File: config.mk
export PLATFORM = sky130hd
export DESIGN_NAME = fht_load_ctrl_flat
export DESIGN_NICKNAME = d
export VERILOG_FILES = /design/src/rtl/fht_pkg.sv /design/src/rtl/fht_load_ctrl_if.sv /design/src/rtl/fht_bitrev.sv /design/src/rtl/fht_load_ctrl.sv /design/src/flat_wrapper.sv
export SDC_FILE = /design/constraint.sdc
export NUM_CORES = 1
export LEC_CHECK = 0
export ABC_AREA = 1
export CAP_MARGIN = 20
export CORE_ASPECT_RATIO = 1.2
export CORE_MARGIN = 1.5
export CORE_UTILIZATION = 45
export CTS_BUF_LIST = sky130_fd_sc_hd__clkbuf_2 sky130_fd_sc_hd__clkbuf_4 sky130_fd_sc_hd__clkbuf_8
export DETAILED_ROUTE_END_ITERATION = 8
export PLACE_DENSITY = 0.81
export SYNTH_ARGS = -nofsm -noshare
export SYNTH_HDL_FRONTEND = slang
export SYNTH_SLANG_ARGS = --single-unit
File: constraint.sdc
create_clock -name iCLK -period 2.5 [get_ports iCLK]
set_input_delay 0.5 -clock iCLK [delete_from_list [all_inputs] [get_ports iCLK]]
set_output_delay 0.5 -clock iCLK [all_outputs]
set_load 0.02 [all_outputs]
File: src/rtl/fht_pkg.sv
`default_nettype none
// ============================================================================
//  Module   : fht_pkg
//  Purpose  : Shared FHT definitions: loader state encoding, frame-size helpers
//             derived from the bank address width, and a bit-reverse function
//             that the output reader also uses.
//  Revision : 1.0  initial release
// ============================================================================
package fht_pkg;

  // Loader control states.
  typedef enum logic [2:0] {
    S_LOAD      = 3'd0,
    S_FLUSH     = 3'd1,
    S_START     = 3'd2,
    S_WAIT_BUSY = 3'd3,
    S_WAIT_DONE = 3'd4
  } load_state_t;

  // Frame geometry for the default bank address width.
  localparam int A_BIT_DEFAULT = 8;
  localparam int N_BIT         = A_BIT_DEFAULT + 2;
  localparam int N_POINTS      = 4 << A_BIT_DEFAULT;

  // Sample-index width for a given bank address width (4 banks -> +2 bits).
  function automatic int n_bit(input int a_bit);
    return a_bit + 2;
  endfunction

  // Points per frame for a given bank address width.
  function automatic int n_points(input int a_bit);
    return 4 << a_bit;
  endfunction

  // Reverse the low 'width' bits of 'value'; bits above 'width' come back 0.
  function automatic logic [31:0] bitrev(input logic [31:0] value, input int width);
    logic [31:0] r;
    r = '0;
    for (int i = 0; i < 32; i++) begin
      if (i < width) r[i] = value[width-1-i];
    end
    return r;
  endfunction

endpackage
`default_nettype wire

File: src/rtl/fht_load_ctrl_if.sv
`default_nettype none
// ============================================================================
//  Module   : fht_load_ctrl_if
//  Purpose  : Sample-stream handshake, FHT start/ready pair and bank write
//             port of the FHT input loader.
//  Ports    : iDATA/iVALID/oREADY    sample stream
//             iFHT_RDY/oSTART         handshake with fht_control
//             oADDR_WR/oDATA/oWE_0..3 bank write port
//             oBUSY                   frame in progress
//  Modports : master - loader side; slave - surrounding environment
//  Revision : 1.0  initial release
// ============================================================================
interface fht_load_ctrl_if #(
  parameter int A_BIT = 8,
  parameter int D_BIT = 16
);
  logic [D_BIT-1:0] iDATA;
  logic             iVALID;
  logic             oREADY;
  logic             iFHT_RDY;
  logic             oSTART;
  logic [A_BIT-1:0] oADDR_WR;
  logic [D_BIT-1:0] oDATA;
  logic             oWE_0;
  logic             oWE_1;
  logic             oWE_2;
  logic             oWE_3;
  logic             oBUSY;

  modport master (
    input  iDATA, iVALID, iFHT_RDY,
    output oREADY, oSTART, oADDR_WR, oDATA, oWE_0, oWE_1, oWE_2, oWE_3, oBUSY
  );

  modport slave (
    output iDATA, iVALID, iFHT_RDY,
    input  oREADY, oSTART, oADDR_WR, oDATA, oWE_0, oWE_1, oWE_2, oWE_3, oBUSY
  );
endinterface
`default_nettype wire

File: src/rtl/fht_bitrev.sv
`default_nettype none
// ============================================================================
//  Module   : fht_bitrev
//  Purpose  : Combinational bit reversal of a WIDTH-bit index (pure wiring).
//  Ports    : in_bits  - index in natural order
//             out_bits - index with bit order reversed
//  Revision : 1.0  initial release
// ============================================================================
module fht_bitrev #(
  parameter int WIDTH = 10
) (
  input  logic [WIDTH-1:0] in_bits,
  output logic [WIDTH-1:0] out_bits
);
  for (genvar i = 0; i < WIDTH; i++) begin : g_bit
    assign out_bits[i] = in_bits[WIDTH-1-i];
  end
endmodule
`default_nettype wire

File: src/rtl/fht_load_ctrl.sv
`default_nettype none
// ============================================================================
//  Module   : fht_load_ctrl
//  Purpose  : FHT input loader. Accepts one frame of N = 4*2^A_BIT samples over
//             valid/ready, writes each into one of four banks at a (by default
//             bit-reversed) position, then pulses the FHT start and holds off
//             new input until the transform reports ready again.
//  Ports    : iCLK, iRESET (synchronous, active high)
//             bus (fht_load_ctrl_if.master): stream in, bank write port out,
//             start/ready handshake with fht_control, busy flag.
//  Config   : FHT_LOAD_BIT_REV_EN - defined: target index = bitrev(n);
//             undefined: target index = n (natural order). Timing is identical.
//  Revision : 1.0  initial release
// ============================================================================
module fht_load_ctrl
  import fht_pkg::*;
#(
  parameter int A_BIT = 8,
  parameter int D_BIT = 16
) (
  input  logic iCLK,
  input  logic iRESET,
  fht_load_ctrl_if.master bus
);

  localparam int              NB     = n_bit(A_BIT);
  localparam logic [NB-1:0]   LAST_N = NB'(n_points(A_BIT) - 1);

  load_state_t      r_state;
  load_state_t      w_state_nxt;
  logic [NB-1:0]    r_n;
  logic [NB-1:0]    w_r;
  logic [3:0]       r_we;
  logic [A_BIT-1:0] r_addr;
  logic [D_BIT-1:0] r_data;
  logic             w_accept;

  assign w_accept = bus.iVALID & (r_state == S_LOAD);

`ifdef FHT_LOAD_BIT_REV_EN
  fht_bitrev #(.WIDTH(NB)) u_bitrev (
    .in_bits  (r_n),
    .out_bits (w_r)
  );
`else
  assign w_r = r_n;
`endif

  // Counter wraps to 0 on its own after the last sample of a frame.
  always_ff @(posedge iCLK) begin
    if (iRESET) begin
      r_state <= S_LOAD;
      r_n     <= '0;
      r_we    <= '0;
      r_addr  <= '0;
      r_data  <= '0;
    end else begin
      r_state <= w_state_nxt;
      if (w_accept) begin
        r_n    <= r_n + 1'b1;
        r_we   <= 4'b0001 << w_r[1:0];
        r_addr <= w_r[NB-1:2];
        r_data <= bus.iDATA;
      end else begin
        r_we   <= '0;
      end
    end
  end

  always_comb begin
    w_state_nxt = r_state;
    case (r_state)
      S_LOAD:      if (w_accept && (r_n == LAST_N)) w_state_nxt = S_FLUSH;
      S_FLUSH:     w_state_nxt = S_START;
      S_START:     w_state_nxt = S_WAIT_BUSY;
      // Wait for the FHT to acknowledge start before watching for completion.
      S_WAIT_BUSY: if (!bus.iFHT_RDY) w_state_nxt = S_WAIT_DONE;
      S_WAIT_DONE: if (bus.iFHT_RDY)  w_state_nxt = S_LOAD;
      default:     w_state_nxt = S_LOAD;
    endcase
  end

  assign bus.oREADY   = (r_state == S_LOAD);
  assign bus.oSTART   = (r_state == S_START);
  assign bus.oBUSY    = (r_n != '0) || (r_state != S_LOAD);
  assign bus.oADDR_WR = r_addr;
  assign bus.oDATA    = r_data;
  assign bus.oWE_0    = r_we[0];
  assign bus.oWE_1    = r_we[1];
  assign bus.oWE_2    = r_we[2];
  assign bus.oWE_3    = r_we[3];

endmodule
`default_nettype wire
File: src/flat_wrapper.sv
// flat-port wrapper written by rule: the top's interface ports become plain ports
module fht_load_ctrl_flat import fht_pkg::*;
#(
  parameter int A_BIT = 8,
  parameter int D_BIT = 16
)
  (iCLK, iRESET, bus_iDATA, bus_iVALID, bus_iFHT_RDY, bus_oREADY, bus_oSTART, bus_oADDR_WR, bus_oDATA, bus_oWE_0, bus_oWE_1, bus_oWE_2, bus_oWE_3, bus_oBUSY);
  fht_load_ctrl_if #(.A_BIT(A_BIT), .D_BIT(D_BIT)) bus_i ();
  input  logic iCLK;
  input  logic iRESET;
  input wire logic [$bits(bus_i.iDATA)-1:0] bus_iDATA;
  input wire logic [$bits(bus_i.iVALID)-1:0] bus_iVALID;
  input wire logic [$bits(bus_i.iFHT_RDY)-1:0] bus_iFHT_RDY;
  output wire logic [$bits(bus_i.oREADY)-1:0] bus_oREADY;
  output wire logic [$bits(bus_i.oSTART)-1:0] bus_oSTART;
  output wire logic [$bits(bus_i.oADDR_WR)-1:0] bus_oADDR_WR;
  output wire logic [$bits(bus_i.oDATA)-1:0] bus_oDATA;
  output wire logic [$bits(bus_i.oWE_0)-1:0] bus_oWE_0;
  output wire logic [$bits(bus_i.oWE_1)-1:0] bus_oWE_1;
  output wire logic [$bits(bus_i.oWE_2)-1:0] bus_oWE_2;
  output wire logic [$bits(bus_i.oWE_3)-1:0] bus_oWE_3;
  output wire logic [$bits(bus_i.oBUSY)-1:0] bus_oBUSY;
  assign bus_i.iDATA = bus_iDATA;
  assign bus_i.iVALID = bus_iVALID;
  assign bus_i.iFHT_RDY = bus_iFHT_RDY;
  assign bus_oREADY = bus_i.oREADY;
  assign bus_oSTART = bus_i.oSTART;
  assign bus_oADDR_WR = bus_i.oADDR_WR;
  assign bus_oDATA = bus_i.oDATA;
  assign bus_oWE_0 = bus_i.oWE_0;
  assign bus_oWE_1 = bus_i.oWE_1;
  assign bus_oWE_2 = bus_i.oWE_2;
  assign bus_oWE_3 = bus_i.oWE_3;
  assign bus_oBUSY = bus_i.oBUSY;
  fht_load_ctrl #(.A_BIT(A_BIT), .D_BIT(D_BIT)) u_core (.iCLK(iCLK), .iRESET(iRESET), .bus(bus_i));
endmodule
### Word level (Yosys, flattened, before mapping)

Cells that the tools add are included.

* add/sub/neg operators: 1
* div/mod/pow operators: 0
* $mul: 0
* eq/ne operators: 8
* multiplexer cells: 4
* shift-type cells: 1
* reduce and logical (&&, ||, !) cells: 7
* magnitude comparators: 0
* bitwise operators: 2

Operators by type and width (number)
* $pmux W3 S5: 1
* $add A10 B1 Y10 const B: 1
* $eq A10 B10 Y1 const B: 1
* $reduce_bool A10 Y1: 1
* $mux W3: 3
* $eq A3 B2 Y1 const B: 2
* $ne A2 B2 Y1 const B: 2
* $shl A1 B2 Y4 const A: 1
* $eq A3 B1 Y1 const B: 1
* $eq A3 B3 Y1 const B: 1
* $logic_not A3 Y1: 1
* $reduce_and A3 Y1: 1
* $reduce_bool A3 Y1: 1
* $ne A2 B1 Y1 const B: 1
* $reduce_or A2 Y1: 1
* $and A1 B1 Y1: 1
* $logic_and A1 B1 Y1: 1
* $logic_or A1 B1 Y1: 1
* $not A1 Y1: 1

* output and inout port bits: 31
* memories kept: 0
* register bits: 41
* logic and storage cells: 28
* latch bits: 0
* ROM bits: 0
* memory bits (writable): 0
* input bits: 20

### Logic depth before layout (Yosys ltp)

* depth after elaboration: 5
* depth in mapped cells: 9
* mapped depth without buffers: 9

### Worst setup path before layout

No wires, ideal clock.

* path type: register to output
* from: register u_core.r_n[0]
* to: output port bus_oBUSY
* buffers on the path: 0
* slack: 1032 ps
* stages on the path, launching flop included: 6
* required time: 2000 ps
* arrival: 968 ps
* cells stage by stage: dfxtp_1 -> inv_1 -> ha_1 -> nand3_1 -> nor2_1 -> nand4_1

* cells in the longest elaborated chain, start to end: 2

RTL lines
* from (decl): line fht_load_ctrl.sv:31 `logic [NB-1:0] r_n;`
* from (signal assigned): line fht_load_ctrl.sv:60 `r_n <= r_n + 1'b1;`
* $reduce_bool A10 Y1: line fht_load_ctrl.sv:85 `assign bus.oBUSY = (r_n != '0) || (r_state != S_LOAD);`
* $logic_or A1 B1 Y1: line fht_load_ctrl.sv:85
* to (decl): line flat_wrapper.sv:22 `output wire logic [$bits(bus_i.oBUSY)-1:0] bus_oBUSY;`

No other way between the ends.

### Worst setup path after layout

Ends and elaborated chain as after synthesis.

==> flow_metrics.tcl <==
set metrics [dict create \
    overflow 0 \
    initial_core_util 0.480 \
    antenna_found_initial 0 \
    run_status "finished clean" \
    cp-start-kind "flip-flop" \
    slew_headroom 0.517 \
    crit_buf_inv 2 \
    cp.arrival_ns 1.86 \
    top_layer_used "met4" \
    clk_path_buf_depth 2 \
    grt_pass1_vias 1398 \
    p_total_mw 1.83 \
    power.density_mw_per_mm2 809 \
    diodes 0 \
    clk-insertion-delay-late_ns 0.29 \
    end_kind "output port" \
    rows 23 \
    syn_to_final_growth_pct 38.5 \
    fmax_mhz 424 \
    route.vias.total 1499 \
    drv_slew 0 \
    core_area_mm2 0.00340 \
    io_buffers 50 \
    synth_cell_types 25 \
    hold_class "reg -> reg" \
    post_cts_buffers 0 \
    post-route-period-util 0.943 \
    p_leak_nw 0.888 \
    synth-seq-cells 41 \
    fillCellCount 312 \
    grtUsageTotal 0.191 \
    cp_cell_sequence "inv_1 > ha_1 > nand3_1 > nor2_1 > nand4_1 > clkdlybuf4s50_1" \
    postCtsHoldBufs 0 \
    skew_ns 0.00757 \
    finalWeightedCongestion 0.872 \
    syn_area_mm2 0.00163 \
    dpl.hpwl_um 2390 \
    cts_resized 0 \
    final_cell_mix "50 x clkdlybuf4s50_1, 45 x nor2_1, 41 x dfxtp_1" \
    die_h_um 69.0 \
    io_pins 51 \
    drc 0 \
    netlist_instances 208 \
    clk_root_buffer_cell "clkbuf_8" \
    drtAntennaViolNets 0 \
    die_x_um 58.0 \
    reg2reg_slack_ns 0.99 \
    worstReg2RegEnd "u_core.r_state[0]$_SDFFE_PP0P_" \
    ys_warn_count 0 \
    crit_slowest_cell "clkdlybuf4s50_1" \
    multi_input_area_um2 682 \
    drt_iter0_drc 78 \
    crit_type "reg -> out" \
    utilization 0.665 \
    grt_pass1_wl_um 5800 \
    drive_gt1_frac 0.0736 \
    htree_num_levels 2 \
    final-hold-violation-count 0 \
    cpPeakStageDelay_ns 0.60 \
    r2r_cells 7 \
    finalSetupTns_ns 0 \
    met1_length_um 1520 \
    cp.required_ns 2.00 \
    min_period_ns 2.36 \
    cts_made_buffers 5 \
    peakVddDrop_mv 0.555 \
    hold_end "u_core.bus.oADDR_WR[3]$_SDFFE_PP0P_" \
    hold_path_depth 2 \
    syn_nets 230 \
    seq_area_um2 821 \
    rr_startpoint "u_core.r_n[1]$_SDFFE_PP0P_" \
    wl_met2_um 1610 \
    routed_wl_um 3460 \
    yosys.area.top_type "dfxtp_1" \
    synth_area_leaders "dfxtp_1 50%, nor2_1 10%, o21ai_0 8.3%, a21oi_1 4.6%, inv_1 4.4%" \
    post_drt_wl_per_cell_um 11.7 \
    final_common_cell "clkdlybuf4s50_1" \
    max_cap_viol_count 0 \
    grt_max_degree 32 \
    cts_tree "yes" \
    critPathMaxFanout 6 \
    met3_length_um 261 \
    synth_top_area_share 0.503 \
    worstMarginPinSlew_ns 0.723 \
    rsz0062_at_grt "false" \
    clock-sinks 41 \
    setup_viol 0 \
    drtPass1Iterations 7 \
    synth-seq-area-share 0.503 \
    avgSynthCellArea_um2 7.84 \
    nets 279 \
    via_per_inst 5.08 \
    min_from "u_core.bus.oADDR_WR[3]$_SDFFE_PP0P_" \
    dieArea_mm2 0.00400 \
    clk_pin_slew_ns 0.08 \
    cp_top_family "buffers and inverters" \
]
==> power by group <==
part           switching [mW]  leakage (nW)  internal [mW]  total, mW
Sequential             0.0449         0.336          0.726      0.771
Combinational           0.284         0.494          0.224      0.508
Clock                   0.226        0.0574          0.324      0.550
Total                   0.554         0.888           1.27       1.83
==> metrics by stage <==
stage / area [µm²] / hold slack (ns) / std cells / worst slack [ns]
6_report: 2260 / 0.474 / 295 / 0.143
5_1_grt: 2260 / 0.491 / 295 / 0.0662
2_1_floorplan: 1630 / 0.452 / 208 / 1.03
3_3_place_gp: 2140 / 0.452 / 287 / 0.536
3_5_place_dp: 2140 / 0.457 / 287 / 0.480
4_1_cts: 2260 / 0.477 / 295 / 0.132
==> how the worst max path moves through the flow <==
stage,from,to,slack [ns],cells after the start
3_5_place_dp,u_core.r_n[0]$_SDFFE_PP0P_,bus_oBUSY,0.48,6
3_3_place_gp,u_core.r_n[0]$_SDFFE_PP0P_,bus_oBUSY,0.54,6
4_1_cts,u_core.r_n[0]$_SDFFE_PP0P_,bus_oBUSY,0.13,6
5_1_grt,u_core.r_n[0]$_SDFFE_PP0P_,bus_oBUSY,0.07,6
2_1_floorplan,u_core.r_n[0]$_SDFFE_PP0P_,bus_oBUSY,1.03,5
6_report,u_core.r_n[0]$_SDFFE_PP0P_,bus_oBUSY,0.14,6
==> worst register-to-register path: cells and delay by family, from the launching register on <==
| family | cells | cell delay, ns |
|---|---|---|
| compound gates | 2 | 0.26 |
| flops | 1 | 0.39 |
| fa+ha+maj | 1 | 0.21 |
| simple gates | 4 | 0.59 |
==> registers in the layout (all words and copies together) (netlist names) <==
register / cells
u_core.r_n: 10
u_core.r_we: 4
u_core.r_state: 3
u_core.bus.oADDR_WR: 8
u_core.bus.oDATA: 16
==> cell usage after synthesis <==
cell      instances
o21bai_1          1
a21oi_1          15
nor3_4            1
nor2_1           45
nor3_1            5
o21ai_0          27
nand2_2           1
buf_1             1
buf_4             1
buf_6             1
nor2_4            2
nor2_2            2
inv_1            19
dfxtp_1          41
buf_2             4
nand4_1           2
ha_1              2
inv_2             1
nor4_1            5
a31oi_1           1
nor2_8            1
clkbuf_1          3
nand3_1           7
nand2_4           1
nand2_1          19
==> final cells by class <==
| class | count | area share |
|---|---|---|
| clock buffer | 6 | 0.0365 |
| clock inverter | 2 | 0.0166 |
| inverter | 20 | 0.0332 |
| multi-input combinational | 137 | 0.302 |
| sequential | 41 | 0.363 |
| tap | 37 | 0.0205 |
| timing repair buffer | 52 | 0.228 |
==> per-layer routing <==
| layer | up-vias | global-route usage |
|---|---|---|
| li1 | 770 | - |
| met1 | 668 | 0.195 |
| met2 | 52 | 0.347 |
| met3 | 9 | 0.0597 |
| met4 | 0 | 0.105 |
| met5 | - | 0 |
==> cells by family after synthesis <==
family          after synthesis  synth area share
simple gates                 91             0.265
fa+ha+maj                     2            0.0153
flops                        41             0.503
buf+inv                      30            0.0790
compound gates               44             0.137
Power figures use the tool's default switching activity.
